## src/rtl/memory_arbiter.sv

```systemverilog
// Two-port (fetch/data) arbiter in front of a single-ported memory. Ties are broken
// round-robin, reads have a fixed latency, and writes are handshaked with a timeout.
module memory_arbiter #(
  parameter int READ_LATENCY  = 2,
  parameter int WRITE_TIMEOUT = 15
) (
  input  logic        clk,
  input  logic        rst_n,
  input  logic        if_req,
  input  logic [31:0] if_addr,
  output logic        if_ack,
  output logic [31:0] if_rdata,
  input  logic        d_req,
  input  logic [31:0] d_addr,
  input  logic [1:0]  d_write_mode,
  input  logic [1:0]  d_size,
  input  logic [31:0] d_wdata,
  output logic        d_ack,
  output logic [31:0] d_rdata,
  output logic        err,
  output logic [31:0] mem_address,
  output logic [1:0]  mem_write_mode,
  output logic [7:0]  mem_write_byte,
  output logic [15:0] mem_write_half_word,
  output logic [31:0] mem_write_word,
  input  logic        mem_done,
  input  logic [7:0]  mem_byte,
  input  logic [15:0] mem_half_word,
  input  logic [31:0] mem_word
);
  localparam int CNT_MAX = (READ_LATENCY > WRITE_TIMEOUT) ? READ_LATENCY : WRITE_TIMEOUT;
  localparam int CNT_W   = $clog2(CNT_MAX + 1);
  localparam logic [CNT_W-1:0] RD_LAST = CNT_W'(READ_LATENCY - 1);
  localparam logic [CNT_W-1:0] WR_LAST = CNT_W'(WRITE_TIMEOUT - 1);

  typedef enum logic [2:0] {IDLE, READ_WAIT, WRITE_WAIT, RELEASE, RESP} state_t;

  state_t           state_q;
  logic [CNT_W-1:0] cnt_q;
  logic             last_data_q;
  logic             port_data_q;
  logic [1:0]       size_q;
  logic [31:0]      addr_q;
  logic [31:0]      wdata_q;
  logic [31:0]      rdata_q;
  logic [1:0]       mem_mode_q;
  logic             if_ack_q;
  logic             d_ack_q;
  logic             err_q;
  logic             grant_data_d;
  logic [31:0]      rdata_d;

  // On a tie the port that did not win last time is served.
  always_comb begin
    grant_data_d = d_req && (!if_req || !last_data_q);
  end

  always_comb begin
    rdata_d = mem_word;
    if (port_data_q) begin
      case (size_q)
        2'd1:    rdata_d = {24'b0, mem_byte};
        2'd2:    rdata_d = {16'b0, mem_half_word};
        default: rdata_d = mem_word;
      endcase
    end
  end

  always_ff @(posedge clk) begin
    if (!rst_n) begin
      state_q     <= IDLE;
      cnt_q       <= '0;
      last_data_q <= 1'b1;
      port_data_q <= 1'b0;
      size_q      <= 2'd0;
      addr_q      <= '0;
      wdata_q     <= '0;
      rdata_q     <= '0;
      mem_mode_q  <= 2'd0;
      if_ack_q    <= 1'b0;
      d_ack_q     <= 1'b0;
      err_q       <= 1'b0;
    end else begin
      if_ack_q <= 1'b0;
      d_ack_q  <= 1'b0;
      case (state_q)
        IDLE: begin
          // A memory still finishing an abandoned write holds off new grants.
          if (!mem_done && (if_req || d_req)) begin
            port_data_q <= grant_data_d;
            last_data_q <= grant_data_d;
            cnt_q       <= '0;
            if (grant_data_d) begin
              addr_q  <= d_addr;
              size_q  <= d_size;
              wdata_q <= d_wdata;
              if (d_write_mode != 2'd0) begin
                mem_mode_q <= d_write_mode;
                state_q    <= WRITE_WAIT;
              end else begin
                state_q <= READ_WAIT;
              end
            end else begin
              addr_q  <= if_addr;
              size_q  <= 2'd3;
              state_q <= READ_WAIT;
            end
          end
        end
        READ_WAIT: begin
          if (cnt_q == RD_LAST) begin
            rdata_q  <= rdata_d;
            if_ack_q <= !port_data_q;
            d_ack_q  <= port_data_q;
            state_q  <= RESP;
          end else begin
            cnt_q <= cnt_q + CNT_W'(1);
          end
        end
        WRITE_WAIT: begin
          if (mem_done) begin
            mem_mode_q <= 2'd0;
            state_q    <= RELEASE;
          end else if (cnt_q == WR_LAST) begin
            err_q      <= 1'b1;
            mem_mode_q <= 2'd0;
            state_q    <= RELEASE;
          end else begin
            cnt_q <= cnt_q + CNT_W'(1);
          end
        end
        RELEASE: begin
          if (!mem_done) begin
            rdata_q <= '0;
            d_ack_q <= 1'b1;
            state_q <= RESP;
          end
        end
        RESP: begin
          addr_q  <= '0;
          state_q <= IDLE;
        end
        default: state_q <= IDLE;
      endcase
    end
  end

  assign if_ack              = if_ack_q;
  assign d_ack               = d_ack_q;
  assign if_rdata            = rdata_q;
  assign d_rdata             = rdata_q;
  assign err                 = err_q;
  assign mem_address         = addr_q;
  assign mem_write_mode      = mem_mode_q;
  assign mem_write_byte      = wdata_q[7:0];
  assign mem_write_half_word = wdata_q[15:0];
  assign mem_write_word      = wdata_q;
endmodule
```

## config.mk

```make
export PLATFORM = sky130hd
export DESIGN_NAME = memory_arbiter
export DESIGN_NICKNAME = d
export VERILOG_FILES = /design/src/rtl/memory_arbiter.sv
export SDC_FILE = /design/constraint.sdc
export NUM_CORES = 1
export LEC_CHECK = 0
export BUFFER_PORTS_ARGS = -buffer_cell sky130_fd_sc_hd__clkbuf_2
export CORE_UTILIZATION = 35
export CTS_BUF_LIST = sky130_fd_sc_hd__clkbuf_2
export DETAILED_ROUTE_END_ITERATION = 8
export PLACE_DENSITY = 0.68
export RECOVER_POWER = 50
export SLEW_MARGIN = 20
export SYNTH_ARGS = -nofsm -noshare
export SYNTH_HDL_FRONTEND = slang
export SYNTH_SLANG_ARGS = --single-unit
```

## constraint.sdc

```tcl
create_clock -name clk -period 3.75 [get_ports clk]
set_input_delay 0.1875 -clock clk [delete_from_list [all_inputs] [get_ports clk]]
set_output_delay 0.1875 -clock clk [all_outputs]
set_load 0.005 [all_outputs]
```

# == After elaboration in Yosys (flattened, before gate mapping) ==
# Cells that the tools add are included.
# totals
reg_bits,112
wordCells,85
in_bits,161
output_inout_bits,157
# classes
eq_ne,17
reduce_logical,23
addsub,1
muxes,31
bitwise_logic,1
# op_table
operator,n
32-bit case mux with 2 select lines,3
32-bit two-way mux,5
3-bit two-way mux,6
4-bit two-way mux,4
2-bit != test (second input constant),8
2-bit two-way mux,7
3-bit case mux with 4 select lines,1
4-bit case mux with 3 select lines,1
3-bit AND reduction,4
5-bit AND reduction,2
2-bit nonzero test,4
3-bit by 2-bit equality test with 1-bit output (second input constant),2
4-bit by 1-bit adder with 4-bit output (second input constant),1
4-bit by 1-bit equality test with 1-bit output (second input constant),1
4-bit equality test (second input constant),1
1-bit logical NOT,4
2-bit case mux with 2 select lines,1
2-bit AND reduction,2
4-bit AND reduction,1
3-bit by 1-bit equality test with 1-bit output (second input constant),1
3-bit equality test (second input constant),1
3-bit logical NOT,1
3-bit != test (second input constant),1
3-bit nonzero test,1
7 further kinds,10

# == Logic depth before layout (Yosys ltp) ==
# logic_depth
depth_word,6
mapped_depth,8
mapped_depth_nobuf,6

# == Worst setup path before layout ==
# No wires, ideal clock.
# synth_timing
kind,register to register
start,register cnt_q[0]
end,register cnt_q[2]
required_ns,3.681
n_path_buf,0
t_arrival_ns,1.739
setup_time_ns,0.069
stages_incl_launch_ff,7
path_slack_ns,1.942
period_less_slack_ns,1.808
path_cell_list,dfxtp_1 inv_1 ha_1 and3_1 a211o_1 or4_1 o21ai_1
# synth_between
elab_chain_len,4
word_cells_on_any_way,10
classes_between,1 x add/sub; 4 x eq/ne; 4 x mux; 1 x reduce/logical
# synth_lines
item,line_no,source
start: declaration,39,logic [CNT_W-1:0] cnt_q;
start signal: assignment,117,cnt_q <= cnt_q + CNT_W'(1);
start signal: assignment,129,cnt_q <= cnt_q + CNT_W'(1);
4-bit by 1-bit adder with 4-bit output,"117, 129",
4-bit two-way mux,124,end else if (cnt_q == WR_LAST) begin
4-bit two-way mux,121,if (mem_done) begin
4-bit case mux with 3 select lines,86,case (state_q)
# Parallel ways exist; a longest one is shown, timed or not. The select of a mux whose other input is x is not followed.
# A chain may end at the register's enable or synchronous reset.

# == Final worst setup path ==
# layout_timing
start,register cnt_q[0]
end,"register rdata_q[9], in the netlist d_rdata[9]"
# layout_between
elab_chain_len,3
# layout_lines
item,line_no,source
4-bit by 1-bit equality test with 1-bit output,111,if (cnt_q == RD_LAST) begin
2-bit != test (no line),n/a,
3-bit AND reduction (no line),n/a,
end signal: assignment,112,rdata_q <= rdata_d;
end: declaration,45,logic [31:0] rdata_q;
# No other way between the ends.

==> out/results.md <==
* **number of clock sinks** 112
* **Min-Delay Endpoint** state_q[0]$_SDFFE_PN0P_
* **power density relative to cell area** 303 nW/um2
* **register-to-register path setup slack** 0.89 ns
* **count of warnings emitted by yosys** 0
* **maximum net fanout on the critical path** 41
* **main combinational cell family by area after synthesis** compound AO/OA/AOI/OAI gates
* **buffers inserted by post-CTS timing repair** 0
* **number of gates resized after CTS** 0
* **CTS tree** built
* **worst relative slew slack** 27.7%
* **f_max** 350 MHz
* **antenna-violating nets left** 0
* **FF+latch count, synth** 112
* **Die Span Y** 124 um
* **Hold WS** 0.211 ns
* **number of rows in the core area** 44
* **maximum number of pins on one net before global-route repair** 69
* **detailed-route via count** 5869
* **count of cells along the worst hold path** 4
* **static leakage** 3.63 nW
* **CP Data Arrival Time** 3.39 ns
* **wire length after detailed routing** 17600 um
* **total negative slack** 0 ns
* **maximum ir drop on the vdd rail** 152 uV
* **minimum period implied by the final worst setup slack** 2.86 ns
* **xor/xnor cell area share of the yosys netlist** 0.167%
* **top cell type's share of synthesized area** 42.7%
* **total power of the final layout** 2.45 mW
* **via-per-instance ratio** 4.91
* **Data required, critical path** 4.28 ns
* **Final Cycle Share** 76.2%
* **worst min-delay path startpoint** if_req
* **final setup skew** 0.0355 ns
* **status** finished, final reports clean
* **CTS clock-pin slew for the worst setup and hold paths** 0.29 ns
* **final hold viol count** 0
* **Remaining Overflow, GRT** 0
* **fraction of final layout cells with drive strength greater than 1** 27.8%
* **measured slew at the worst slew-check pin** 1.08 ns
* **Starting Density** 36.0%
* **crit path launch type** flop
* **source-to-sink clock delay at the later pin of the worst-skew pair** 0.59 ns
* **Max H-tree Level** 3
* **met3 track demand over resource in global routing** 4.55%
* **total global-route track usage** 22.4%
* **Final #Nets** 1172
* **Critical R2R Launch** cnt_q[0]$_SDFFE_PN0P_
* **clock tree root driver cell** clkbuf_2
* **count of cell types in the netlist** 42
* **IO Count** 318
* **number of antenna violations at the first check in global routing** 1
* **endpoints failing setup** 0
* **number of buffers created by CTS** 9
* **post-synthesis cell count** 623
* **global-route wire length before repair** 28200 um
* **adder and majority gate portion of the synthesized area** 1.19%
* **largest cells by area after synthesis** dfxtp_1, buf_4, nand2_1
* **number of fill cells** 1338
* **total iterations of the first detailed-routing run** 5
* **number of max-cap violations** 0
* **placeable core region** 14600 um2
* **Detail Placement HPWL** 10700 um
* **DRC violation count after routing** 0
* **Port Buf Inserts** 317
* **r2r worst-path depth** 6
* **vias in the first global route** 5805
* **synth-to-layout area growth** 54.2%
* **multiplexer share of the synthesized area** 6.48%
* **net count of the mapped netlist** 789
* **Detailed Route Iter0 Violations** 250
* **detailed-route wire length per cell** 14.7 um
* **cell type contributing the most total cell area after synthesis** dfxtp_1
* **total count of max-transition violations in the final report** 0
* **combined area of all synthesized cells** 5250 um2
* **top library cells by usage in the layout, fill and taps aside** clkbuf_2, dlygate4sd3_1, dfxtp_1
* **minimum setup slack in the final design** 0.891 ns
* **type of the worst setup path** reg2reg
* **area share of and/or/nand/nor cells after synthesis** 17.3%
* **compound-cell area share of the yosys netlist** 19.8%
* **Placer Congestion** 0.793
* **Critical R2R Capture** d_rdata[9]$_SDFFE_PN0P_
* **commonest non-fill, non-tap cell in the layout** clkbuf_2
* **maximum count of clock buffers along a single path** 2
* **RSZ-0062 raised after global routing** false
* **sequential fraction of the synthesis area** 42.7%
* **path category of the worst min-delay check** in2reg
* **capturing element type of the critical path** flop
* **global routing usage on met1** 24.6%
* **met2 layer usage reported by global route** 40.2%
* **DIE WIDTH** 124 um
* **die footprint** 15500 um2
* **post-place setup slack** 1.44 ns
* **syn_area_per_cell** 8.43 um2
* **busiest layer in global routing** met2
## Yosys cell counts
cell type,n
a22o_1,1
o21ai_1,3
o22a_1,1
clkbuf_1,26
and3_1,4
o21a_1,2
a31oi_1,1
buf_1,2
nand3b_1,3
or4_1,1
nand2_1,111
nor4b_1,1
nand3_1,30
and3b_1,1
nor2_1,41
inv_1,5
a22oi_1,2
nor4_2,1
o22ai_4,1
o21ai_0,6
nor3_1,7
a211oi_1,4
mux2i_1,34
or3_1,1
a211o_1,9
xnor2_1,1
nor4_1,1
nand2b_1,3
or4b_4,1
a21bo_2,1
ha_1,5
o21ba_2,1
buf_2,19
buf_4,57
nor2b_1,3
a221o_1,8
nor2_2,1
o211ai_1,8
dfxtp_1,112
o311ai_0,2
a21oi_1,69
a2bb2oi_1,33
## repair_timing
action                                 in CTS  in global routing
setup endpoints to repair                   0                  0
hold buffers                              154                  0
endpoints found under the hold margin     107                  0
## state kept, by name, indices dropped and copies added (netlist names), 2 cells and up
name	count
size_q	2
d_rdata	32
mem_write_mode	2
mem_write_word	32
cnt_q	4
state_q	3
mem_address	32
## per-layer routing
| metal | part of all wire, % | wire length (um) |
|---|---|---|
| met5 | 0 | 0 |
| met2 | 51 | 8980 |
| met4 | 3.6 | 635 |
| met1 | 39 | 6820 |
| met3 | 6.5 | 1140 |
## area by class of cell
class | instances | area (um2) | area share, %
sequential | 112 | 2240 | 27.7
inverter | 5 | 20.0 | 0.247
antenna | 1 | 2.50 | 0.0309
tap | 184 | 230 | 2.84
clock buffer | 11 | 55.1 | 0.680
clock inverter | 5 | 57.6 | 0.711
multi-input combinational | 402 | 2390 | 29.6
timing repair buffer | 476 | 3100 | 38.2
## where the power goes
part           internal, mW  total [mW]  switching (mW)
logic                 0.330       0.600           0.270
registers              1.25        1.30          0.0451
clock network         0.158       0.556           0.398
## through the flow
step,utilization [%],cell area [um2],instances
after global routing,55.5,8100,1196
final,55.5,8100,1196
after floorplan,-,5250,623
after global placement,44.7,6520,1025
after detailed placement,44.7,6520,1025
after CTS,56.1,8180,1195
## critical path: stages (launching register included)
cell	delay, ns
dfxtp_1	0.47
ha_1	0.18
nor4b_1	0.70
a2bb2oi_4	0.43
a211o_1	0.35
dlygate4sd3_1	0.57
a21oi_1	0.13
## how the worst max path moves through the flow
stage | startpoint | to | slack (ns) | cells after the start
after floorplan | cnt_q[0]$_SDFFE_PN0P_ | cnt_q[2]$_SDFFE_PN0P_ | 1.94 | 6
after global placement | cnt_q[0]$_SDFFE_PN0P_ | d_rdata[13]$_SDFFE_PN0P_ | 1.55 | 5
after detailed placement | cnt_q[0]$_SDFFE_PN0P_ | d_rdata[8]$_SDFFE_PN0P_ | 1.44 | 5
after CTS | cnt_q[0]$_SDFFE_PN0P_ | d_rdata[11]$_SDFFE_PN0P_ | 0.89 | 6
after global routing | cnt_q[0]$_SDFFE_PN0P_ | d_rdata[13]$_SDFFE_PN0P_ | 0.70 | 6
final | cnt_q[0]$_SDFFE_PN0P_ | d_rdata[9]$_SDFFE_PN0P_ | 0.89 | 6
## logic make-up after synthesis
kind of cell / after synthesis
adders and majority gates: 5
xor gates and xnor gates: 1
AOI/OAI and AO/OA: 152
buffers and inverters: 109
DFF: 112
muxes: 34
and+or+nand+nor: 210
No activity file was read; power rests on OpenSTA's default activity.
